### src/rtl/if_fetch_unit.sv
// Instruction-fetch front end: owns the PC, single-outstanding imem req/rvalid handshake.
// Optional freeze buffer enabled by defining IF_FETCH_BUF_EN.
module if_fetch_unit #(
  parameter logic [31:0] RESET_PC = 32'h0000_0000
) (
  input  logic        clk,
  input  logic        rst,
  input  logic        freeze,
  input  logic        branch_taken,
  input  logic [31:0] branch_addr,
  output logic        imem_req,
  output logic [31:0] imem_addr,
  input  logic [31:0] imem_rdata,
  input  logic        imem_rvalid,
  output logic [31:0] PC,
  output logic [31:0] Instruction,
  output logic        inst_valid
);

`ifdef IF_FETCH_BUF_EN
  typedef enum logic [1:0] {IDLE, REQ, KILL, HOLD} state_t;
`else
  typedef enum logic [1:0] {IDLE, REQ, KILL} state_t;
`endif

  state_t      r_state;
  logic [31:0] r_pc;
  logic [31:0] w_pc4;
  logic        w_take;

`ifdef IF_FETCH_BUF_EN
  logic [31:0] r_buf_inst;
  logic [31:0] r_buf_pc4;
`endif

  assign w_pc4  = r_pc + 32'd4;
  assign w_take = (r_state == REQ) && imem_rvalid && !branch_taken && !freeze;

  always_ff @(posedge clk) begin
    if (rst) begin
      r_state <= IDLE;
      r_pc    <= RESET_PC;
`ifdef IF_FETCH_BUF_EN
      r_buf_inst <= '0;
      r_buf_pc4  <= '0;
`endif
    end else begin
      case (r_state)
        IDLE: begin
          if (branch_taken) r_pc <= branch_addr;
          r_state <= REQ;
        end
        REQ: begin
          if (branch_taken) begin
            r_pc    <= branch_addr;
            r_state <= imem_rvalid ? IDLE : KILL;
          end else if (imem_rvalid) begin
            if (!freeze) begin
              r_pc    <= w_pc4;
              r_state <= IDLE;
            end else begin
`ifdef IF_FETCH_BUF_EN
              r_buf_inst <= imem_rdata;
              r_buf_pc4  <= w_pc4;
              r_state    <= HOLD;
`else
              // Drop the word; pc is kept so the same address is re-fetched.
              r_state <= IDLE;
`endif
            end
          end
        end
        KILL: begin
          // A late redirect retargets pc but the killed response still ends KILL,
          // otherwise the FSM would wait for a response that never comes.
          if (branch_taken) r_pc <= branch_addr;
          if (imem_rvalid) r_state <= IDLE;
        end
`ifdef IF_FETCH_BUF_EN
        HOLD: begin
          if (branch_taken) begin
            r_buf_inst <= '0;
            r_buf_pc4  <= '0;
            r_pc       <= branch_addr;
            r_state    <= IDLE;
          end else if (!freeze) begin
            r_pc    <= w_pc4;
            r_state <= IDLE;
          end
        end
`endif
        default: r_state <= IDLE;
      endcase
    end
  end

  always_comb begin
    imem_req    = (r_state == REQ);
    imem_addr   = imem_req ? r_pc : '0;
    inst_valid  = 1'b0;
    PC          = '0;
    Instruction = '0;
    if (w_take) begin
      inst_valid  = 1'b1;
      PC          = w_pc4;
      Instruction = imem_rdata;
    end
`ifdef IF_FETCH_BUF_EN
    if (r_state == HOLD) begin
      inst_valid  = 1'b1;
      PC          = r_buf_pc4;
      Instruction = r_buf_inst;
    end
`endif
  end

endmodule

### config.mk
export PLATFORM = sky130hd
export DESIGN_NAME = if_fetch_unit
export DESIGN_NICKNAME = d
export VERILOG_FILES = /design/src/rtl/if_fetch_unit.sv
export SDC_FILE = /design/constraint.sdc
export NUM_CORES = 1
export LEC_CHECK = 0
export ABC_AREA = 0
export CORE_MARGIN = 3
export CORE_UTILIZATION = 36
export DETAILED_ROUTE_END_ITERATION = 10
export HOLD_SLACK_MARGIN = 0.03
export PLACE_DENSITY = 0.78
export SLEW_MARGIN = 15
export SYNTH_ARGS = -nofsm -noshare
export SYNTH_HDL_FRONTEND = slang
export SYNTH_SLANG_ARGS = --single-unit
### constraint.sdc
create_clock -name clk -period 2.62 [get_ports clk]
set_clock_uncertainty 0.1 [all_clocks]
set_input_delay 0.655 -clock clk [delete_from_list [all_inputs] [get_ports clk]]
set_output_delay 0.655 -clock clk [all_outputs]
set_load 0.03 [all_outputs]
# --- Yosys cells after proc, flatten, opt, wreduce, memory -nomap -nowiden ---
# Cells that the tools add are included.
op_classes:
  n_eq_ne: 5
  n_mux: 13
  addsub: 1
  n_reduce_logical: 9
ops:
  columns: ["cell", "count"]
  rows:
  - ["$mux 32", 7]
  - ["$pmux 32 s2", 1]
  - ["$add 32x3->32 const B", 1]
  - ["$mux 2", 3]
  - ["$pmux 2 s3", 1]
  - ["$reduce_and 4->1", 1]
  - ["$logic_and 1x1->1", 3]
  - ["$ne 3x2->1 const B", 1]
  - ["$ne 3x3->1 const B", 1]
  - ["$eq 2x1->1 const B", 1]
  - ["$eq 2x2->1 const B", 1]
  - ["$logic_not 1->1", 2]
  - ["$logic_not 2->1", 1]
  - ["$ne 2x1->1 const B", 1]
  - ["$reduce_bool 2->1", 1]
  - ["$reduce_or 2->1", 1]
  - ["$mux 1", 1]
totals:
  output_inout_bits: 98
  regBits: 34
  inputBits: 69

# --- Longest topological paths before layout ---
# Gate-level depths: netlist (run 1).
depth:
  ltp_word: 5
  depth_mapped: 8
  ltp_nobuf: 6

# --- Worst setup path before layout (run 1) ---
# No wires, ideal clock.
synth_path:
  path_kind: "input to output"
  startpoint: "in branch_taken"
  endpoint: "out Instruction[25]"
  arrival_time_ns: 2.219
  cell_stages: 7
  path_buffers: 3
  path_slack_ns: -0.354
  path_cell_list: "nand2b_1 clkbuf_1 or3_1 clkbuf_1 inv_1 clkbuf_1 and2_1"
synth_between:
  elab_chain_cells: 4
synth_lines:
  columns: ["element", "line_no", "rtl"]
  rows:
  - ["start, declared", "9", "input logic branch_taken,"]
  - ["$logic_not 1->1", "37", "assign w_take = (r_state == REQ) && imem_rvalid && !branch_taken && !freeze;"]
  - ["$logic_and 1x1->1 (2 in a row)", "37", null]
  - ["$mux 32", "103", "if (w_take) begin"]
  - ["end, declared", "16", "output logic [31:0] Instruction,"]
# Every way passes these cells.

# --- Final worst setup path (run 1) ---
layout_path:
  startpoint: "reg r_pc[2]"
  endpoint: "out PC[28]"
layout_between:
  elab_chain_cells: 2
layout_lines:
  columns: ["element", "line_no", "rtl"]
  rows:
  - ["start, declared", "27", "logic [31:0] r_pc;"]
  - ["start signal, assigned", "50", "if (branch_taken) r_pc <= branch_addr;"]
  - ["start signal, assigned", "55", "r_pc <= branch_addr;"]
  - ["start signal, assigned", "59", "r_pc <= w_pc4;"]
  - ["$add 32x3->32", "36", "assign w_pc4 = r_pc + 32'd4;"]
  - ["$mux 32", "103", null]
  - ["end, declared", "15", "output logic [31:0] PC,"]
# Every way passes these cells.

==> impl_metrics.json, run 1 <==
{
  "status": "finished, violations left",
  "violations": "setup timing",
  "power.density_mw_per_mm2": 257,
  "clock_latency_ns": 0.29,
  "hold_violations": 0,
  "antenna_found_initial": 0,
  "port_buffers": 166,
  "fin_crit_sh_pct": 105,
  "period_minus_slack_ns": 2.76,
  "ys_seq_elements": 34,
  "max_stage_delay_ns": 0.35,
  "final_util_pct": 82.3,
  "required_ns": 1.87,
  "grt_max_degree": 44,
  "die-area_mm2": 0.00966,
  "leakage_nw": 2.81,
  "clockBufferDepth": 2,
  "irDropWorstVdd_uv": 179,
  "maxCapViolations": 0,
  "post-place-ws_ns": -0.486,
  "path_cells": "buf_6, ha_4, nand4_4, nor4_4, buf_6, nand4_1, xor2_2, nor2_4, buf_6",
  "ant_nets": 0,
  "nets": 749,
  "hold_path_class": "register to register",
  "synth_top_area_cell": "dfxtp_1",
  "avgViaCountPerCell": 5.66,
  "drt-total-wl_mm": 15.9,
  "synth_cell_types": 51,
  "synth_area_leaders": "dfxtp_1, and2_1, nor2_1, xor2_1, a32oi_1",
  "critPathMaxFanout": 7,
  "first_pass_iters": 5,
  "grt_pass1_vias": 4377,
  "core_mm2": 0.00826,
  "critPathLaunchType": "register",
  "max_freq_ghz": 0.362,
  "grt_use_total_pct": 30.3,
  "root_buffer": "clkbuf_8",
  "avgSynthCellArea_um2": 7.05,
  "fin_ws_ns": -0.141,
  "io_pins": 167,
  "vias": 4442,
  "diodes": 0,
  "cts_max_level": 2,
  "crit_path_top_delay_cell": "dfxtp_2",
  "area_growth_pct": 122,
  "cp.arrival_ns": 2.01,
  "synthArstFlopShare_pct": 0,
  "finalSetupViolCount": 40,
  "grt_pass1_wl_mm": 23.7,
  "wire_per_inst_um": 20.2,
  "gp_congestion": 0.927,
  "critical_path_class": "register to output port",
  "hold_buffers": 0,
  "slew_violations": 0,
  "grt_overflow": 0,
  "rsz0062_at_grt": "yes",
  "yosysSeqAreaShare_pct": 22.2,
  "synth_edf_count": 0,
  "initial_core_util_pct": 37.1,
  "synth_top_area_share_pct": 22.2,
  "path_clk_slew_ns": 0.07,
  "ys_warn_count": 0,
  "slew_headroom_pct": 70.3,
  "synthesis.area_mm2": 0.00307,
  "worst_slew_pin_slew_ns": 0.446,
  "ys.flop_type": "dfxtp_1",
  "post-route-drc-count": 0,
  "syn_nets": 505,
  "place_hpwl_mm": 9.33,
  "syn-instance-count": 435,
  "die_w_um": 98.3,
  "cts_buffers": 5,
  "fp.dieH_um": 98.3,
  "end_kind": "output port",
  "drt_iter0_drc": 257,
  "cts_sinks": 34,
  "crit_top_cell": "buf_6",
  "drive_gt1_share_pct": 51.9,
  "cts_tree": "yes",
  "rows": 33
}
cells by family after synthesis:
group / count (synthesis) / synth area share, %
and+or+nand+nor: 238 / 43.6
AOI/OAI and AO/OA: 84 / 18.7
buffers and inverters: 47 / 6.04
DFF: 34 / 22.2
xor gates and xnor gates: 28 / 8.00
muxes: 3 / 1.02
adders and majority gates: 1 / 0.408
through the flow:
| stage | hold WS (ns) | TNS [ns] | cells | instance area, um^2 | power (mW) |
|---|---|---|---|---|---|
| floorplan | 0.340 | -0.427 | 435 | 3390 | 0.911 |
| global placement | 0.358 | -25.45 | 736 | 5370 | 1.18 |
| detailed placement | 0.368 | -26.46 | 736 | 5370 | 1.19 |
| CTS | 0.382 | -3.91 | 778 | 6550 | 1.71 |
| global route | 0.442 | -5.41 | 785 | 6800 | 1.80 |
| finish | 0.409 | -3.23 | 785 | 6800 | 1.75 |
state kept, by name, indices dropped and copies added, names as in the netlist:
name	cells
r_pc	32
r_state	2
critical path, delay by kind of cell (launching register included):
kind | cells | cell delay (ns)
xor gates and xnor gates | 1 | 0.21
DFF | 1 | 0.35
buffers and inverters | 3 | 0.39
adders and majority gates | 1 | 0.15
and+or+nand+nor | 4 | 0.62
path summary, 6_finish.rpt:
path	to	slack [ns]	startpoint	depth (start not counted)
setup / recovery	PC[28]	-0.14	r_pc[2]	9
hold reg to reg	r_pc[1]	0.41	r_pc[1]	2
hold / removal	r_pc[1]	0.41	r_pc[1]	2
setup reg to reg	r_pc[31]	0.40	r_state[0]	9
layer usage:
| layer | GRT usage (%) | routed length, um |
|---|---|---|
| met5 | 0 | 0 |
| met1 | 36.6 | 6130 |
| met2 | 54.9 | 8230 |
| met4 | 8.09 | 497 |
| met3 | 5.86 | 1010 |
repair_timing:
item	CTS	global route
cloned	9	1
gates resized for setup	163	65
endpoints found under the hold margin	0	0
buffers inserted	26	14
pin swaps	18	36
setup endpoints to repair	75	65
power breakdown:
part / internal (mW) / leakage [nW] / switching [mW]
Combinational: 0.367 / 2.48 / 0.360
Sequential: 0.554 / 0.289 / 0.0460
Clock: 0.212 / 0.0482 / 0.205
area by class of cell:
| type | count | area (um^2) |
|---|---|---|
| Clock buffer | 7 | 86.3 |
| Clock inverter | 1 | 5.00 |
| Fill cell | 460 | 1460 |
| Inverter | 7 | 33.8 |
| Multi-Input combinational cell | 354 | 2920 |
| Sequential cell | 34 | 723 |
| Tap cell | 105 | 131 |
| Timing Repair Buffer | 277 | 2900 |
Yosys cell counts (all sizes together), types with 7 or more instances:
cell type   n
clkbuf     32
and2       72
xor2       17
a21oi      22
nor3        9
nor2       56
or3         8
inv         7
dfxtp      34
nand2      26
nand4      13
nor4        8
o21ai      14
nand3      22
buf         8
a32oi      14
xnor2      11
layout by cell type (no fill, tap or decap), types with 3 or more instances in the layout:
cell and n:
buf_12 13, buf_6 79, nand4_4 4, a31oi_1 6
a21oi_1 22, nand3_1 18, nand2b_4 3, nor2_2 3
a22oi_1 4, nand4_1 9, xor2_1 3, nor2_4 29
o21ai_0 13, a2bb2oi_1 5, xor2_2 14, clkbuf_8 6
nand2_1 21, dfxtp_4 8, and3_4 3, nor3_1 6
xnor2_4 3, nand2b_1 3, dfxtp_1 16, inv_1 5
and2_4 35, nor4_1 3, clkdlybuf4s50_1 74, a32oi_1 14
and2_1 37, dfxtp_2 10, or3_1 7, xnor2_1 5
buf_16 7, nor4_4 4, buf_4 99, nor2_1 24
nand3_4 4, and3_1 3, xnor2_2 3
Note: power is estimated with default switching activity, not from simulation.
==> run 2, diff against run 1 <==
--- a/config.mk
+++ b/config.mk
@@ -13,3 +13,3 @@
 export PLACE_DENSITY = 0.78
-export SLEW_MARGIN = 15
+export SLEW_MARGIN = 20
 export SYNTH_ARGS = -nofsm -noshare
--- a/constraint.sdc
+++ b/constraint.sdc
@@ -4,2 +4,2 @@
 set_output_delay 0.655 -clock clk [all_outputs]
-set_load 0.03 [all_outputs]
+set_load 0.1 [all_outputs]
==> run 2 against run 1 <==
The flow still finishes with violations (setup timing). Routed wire length is 53% higher. Combinational power grew 43%. Non-clock buffer count is 14 higher. Critical path depth down 1. Worst hold slack better by 0.013 ns. Count of clock-buffer cells in the layout did not move.
==> impl_metrics.json, run 2 (same netlist as run 1, synthesis figures left out) <==
{
  "critical_path_class": "register to output port",
  "antenna_found_initial": 1,
  "multi_input_area_mm2": 0.00298,
  "final_cell_area_mm2": 0.00785,
  "die_w_um": 98.3,
  "reg2reg_depth": 13,
  "rsz0062_at_grt": "yes",
  "irDropWorstVdd_uv": 252,
  "worst_slew_pin_slew_ns": 0.623,
  "cts_sinks": 34,
  "leakage_nw": 3.15,
  "drt-total-wl_mm": 24.3,
  "seq_area_um2": 722,
  "status": "finished, violations left",
  "root_buffer": "clkbuf_8",
  "area_growth_pct": 156,
  "initial_core_util_pct": 37.1,
  "first_pass_iters": 6,
  "end_kind": "output port",
  "largest-register": "r_pc",
  "grt_max_degree": 44,
  "fin_crit_sh_pct": 117,
  "hold_buffers": 0,
  "top_regs": "r_pc: 32 flops, r_state: 2 flops",
  "maxCapViolations": 0,
  "post-route-drc-count": 0,
  "critPathMaxFanout": 3,
  "cts_tree": "yes",
  "hold_path_class": "register to register",
  "slew_violations": 0,
  "gp_congestion": 0.953,
  "cp.arrival_ns": 2.32,
  "clock_latency_ns": 0.31,
  "worstHoldPathCells": 2,
  "place_hpwl_mm": 10.9,
  "grt_pass1_vias": 5033,
  "grt_overflow": 0,
  "path_clk_slew_ns": 0.08,
  "cts_max_level": 2,
  "final_cell_mix": "buf_12, buf_4, clkdlybuf4s50_1",
  "power.density_mw_per_mm2": 268,
  "post-place-ws_ns": -0.568,
  "port_buffers": 166,
  "max_stage_delay_ns": 0.39,
  "required_ns": 1.87,
  "violations": "setup timing",
  "die-area_mm2": 0.00966,
  "fillerInstances": 215,
  "final_common_cell": "buf_12",
  "fin_ws_ns": -0.451,
  "avgViaCountPerCell": 6.72,
  "hold_violations": 0,
  "clockBufferDepth": 2,
  "wire_per_inst_um": 30.3,
  "drt_iter0_drc": 843,
  "wl_met1_mm": 7.54,
  "period_minus_slack_ns": 3.07,
  "crit_path_top_delay_cell": "dfxtp_2",
  "finalSetupViolCount": 69,
  "grt_use_total_pct": 39.1,
  "path_cells": "nand4_1, buf_6, buf_6, nor3_4, nand4_1, xor2_2, nor2_4, buf_12",
  "rows": 33,
  "vias": 5377,
  "core_mm2": 0.00826,
  "slew_headroom_pct": 58.1,
  "fin_setup_tns_ns": -9.85,
  "critPathLaunchType": "register",
  "io_pins": 167,
  "wl_met2_mm": 11.2,
  "largest_reg_flops": 32,
  "nets": 763,
  "route.met3.wl_mm": 2.81,
  "ant_nets": 0,
  "drive_gt1_share_pct": 56.8,
  "fp.dieH_um": 98.3,
  "grt_pass1_wl_mm": 29.7,
  "top_layer": "met4",
  "placed_cell_area_mm2": 0.00658,
  "cts_buffers": 5,
  "max_freq_ghz": 0.326
}
## run 2: worst paths after layout
path            from  endpoint  slack [ns]
max reg2reg  r_pc[9]  r_pc[28]       -0.09
min reg2reg  r_pc[0]   r_pc[0]        0.42
max          r_pc[9]    PC[26]       -0.45
min          r_pc[0]   r_pc[0]        0.42
## run 2: final cells by class
cell class | count | area share [%]
multi-input cells | 354 | 38.0
inverters | 7 | 0.478
diodes | 1 | 0.0319
well taps | 105 | 1.67
clock buffers | 7 | 1.10
repair buffers | 291 | 49.4
flip-flops and latches | 34 | 9.20
clock inverters | 1 | 0.0638
## run 2: layer usage
layer,global-route usage (%),up-vias
li1,-,2026
met1,42.2,2450
met2,73.1,655
met3,5.86,246
met4,20.4,0
met5,0,-
## run 2: timing repair
| action | in CTS | in global routing |
|---|---|---|
| pin swaps | 40 | 29 |
| gates cloned | 4 | 3 |
| setup buffers | 37 | 21 |
| setup endpoints to repair | 65 | 88 |
| gates resized for setup | 112 | 57 |
## run 2: worst max-delay path, delay by kind of cell (launching register included)
family        cells  cell delay (ns)
simple gates      4             0.91
buf+inv           3             0.48
flops             1             0.39
xor+xnor          1             0.23
## run 2: metrics by stage
stage / hold slack [ns] / power, mW / util [%] / std cells
floorplan: 0.345 / 1.08 / - / 435
global placement: 0.365 / 1.45 / 79.7 / 737
detailed placement: 0.382 / 1.47 / 79.7 / 737
CTS: 0.392 / 1.94 / 90.6 / 783
global route: 0.443 / 2.13 / 95.0 / 800
finish: 0.422 / 2.11 / 95.0 / 800
## run 2: report_power, final
part | switching, mW | internal (mW)
sequential | 0.0593 | 0.555
combinational | 0.617 | 0.423
clock | 0.237 | 0.213
==> run 3, diff against run 2 <==
Clock period 2.62 ns to 2.7 ns, I/O delays scaled along.
==> run 3 against run 2 <==
The run still ends with setup timing left. Sequential power is 2% lower. Global-route usage is 4.2 points lower. Non-clock buffer count shrank 18. Worst hold slack improved by 0.035 ns. Critical endpoint is now PC[31].
==> impl_metrics.json, run 3 (same netlist as run 1, synthesis figures left out) <==
{
  "status": "finished, violations left",
  "violations": "setup timing",
  "met2_usage_pct": 64.8,
  "place_hpwl_mm": 10.7,
  "use_met1_pct": 37.2,
  "area_growth_pct": 152,
  "wire_per_inst_um": 32.3,
  "gp_congestion": 0.885,
  "critical_path_class": "register to output port",
  "grt_util_met3_pct": 6.64,
  "die_w_um": 98.3,
  "multi_input_area_mm2": 0.00292,
  "maxCapViolations": 0,
  "ant_nets": 0,
  "initial_core_util_pct": 37.1,
  "final_util_pct": 93.4,
  "grt_use_total_pct": 34.9,
  "final_cell_mix": "buf_12, buf_4, clkdlybuf4s50_1",
  "grt_pass1_vias": 4828,
  "cp.arrival_ns": 2.43,
  "leakage_nw": 3.04,
  "drt-total-wl_mm": 25.3,
  "post-route-drc-count": 0,
  "busiest_layer": "met2",
  "io_pins": 167,
  "hold_violations": 0,
  "fillerInstances": 242,
  "fp.dieH_um": 98.3,
  "critPathLaunchType": "register",
  "largest_reg_flops": 32,
  "hold_path_class": "register to register",
  "placed_cell_area_mm2": 0.00650,
  "path_clk_slew_ns": 0.09,
  "vias": 5451,
  "avgViaCountPerCell": 6.97,
  "grt_max_degree": 44,
  "cts_tree": "yes",
  "power.density_mw_per_mm2": 274,
  "worst_slew_pin_slew_ns": 0.980,
  "largest-register": "r_pc",
  "drt_iter0_drc": 763,
  "final_common_cell": "buf_12",
  "root_buffer": "clkbuf_8",
  "grt_overflow": 0,
  "die-area_mm2": 0.00966,
  "rsz0062_at_grt": "yes",
  "cts_sinks": 34,
  "clockBufferDepth": 2,
  "port_buffers": 166,
  "antenna_found_initial": 1,
  "required_ns": 1.92,
  "slew_headroom_pct": 34.1,
  "max_freq_ghz": 0.312,
  "top_regs": "r_pc: 32 flops, r_state: 2 flops",
  "fin_ws_ns": -0.507,
  "cts_max_level": 2,
  "rows": 33,
  "seq_area_um2": 731,
  "end_kind": "output port",
  "core_mm2": 0.00826,
  "critPathMaxFanout": 3,
  "drive_gt1_share_pct": 55.0,
  "clock_latency_ns": 0.31,
  "period_minus_slack_ns": 3.21,
  "final_cell_area_mm2": 0.00771,
  "grt_pass1_wl_mm": 26.6,
  "first_pass_iters": 8,
  "finalSetupViolCount": 66,
  "nets": 745,
  "hold_buffers": 0,
  "slew_violations": 0,
  "fin_crit_sh_pct": 119,
  "r2r_setup_slack_ns": -0.07,
  "cts_buffers": 5,
  "irDropWorstVdd_uv": 260
}
-- run 3: changes by cell type in the layout (fill, tap and decap cells not counted), sizes merged --
cell / change
buf: -17
bufinv: +1
clkbuf: -1
clkinv: -1
-- run 3: path summary, 6_finish.rpt --
| kind | from | end | cells past startpoint |
|---|---|---|---|
| worst max-delay path | r_pc[10] | PC[31] | 7 |
| worst min-delay path | r_pc[1] | r_pc[1] | 2 |
| worst max register to register | r_pc[10] | r_pc[31] | 9 |
| worst min register to register | r_pc[1] | r_pc[1] | 2 |
-- run 3: critical path: stages (launching register included) --
cell     delay (ns)
dfxtp_2        0.38
nand4_1        0.14
buf_6          0.17
nor4_4         0.58
nand4_1        0.31
xor2_2         0.24
nor2_4         0.13
buf_12         0.18
-- run 3: what timing repair did --
action / 4_1_cts / 5_1_grt
resized for setup: 91 / 60
pin swaps: 27 / 34
buffers inserted: 16 / 19
gates cloned: 8 / 2
setup endpoints to repair: 65 / 65
-- run 3: power by group --
group,switching [mW],internal (mW)
logic,0.591,0.404
registers,0.0660,0.538
clock network,0.239,0.277
-- run 3: stage by stage --
stage / setup TNS (ns) / hold slack, ns / std cells / total power [mW] / setup WS (ns)
after floorplan: -13.13 / 0.345 / 435 / 1.05 / -0.288
after global placement: -26.84 / 0.364 / 731 / 1.39 / -0.466
after detailed placement: -29.70 / 0.374 / 731 / 1.41 / -0.530
after CTS: -2.77 / 0.384 / 761 / 1.93 / -0.107
after global routing: -15.38 / 0.465 / 782 / 2.13 / -0.625
final: -14.39 / 0.457 / 782 / 2.12 / -0.507
-- run 3: layout make-up --
type                    instances  share of cell area, %
repair buffers                273                   49.1
diodes                          1                 0.0324
clock inverters                 1                  0.389
multi-input cells             354                   37.8
flip-flops and latches         34                   9.47
inverters                       7                  0.487
clock buffers                   7                  0.989
well taps                     105                   1.70
-- run 3: metal layers --
| layer | up-vias | share of wire (%) |
|---|---|---|
| met5 | - | 0 |
| li1 | 2001 | - |
| met1 | 2479 | 30 |
| met3 | 292 | 13 |
| met4 | 0 | 12 |
| met2 | 679 | 45 |
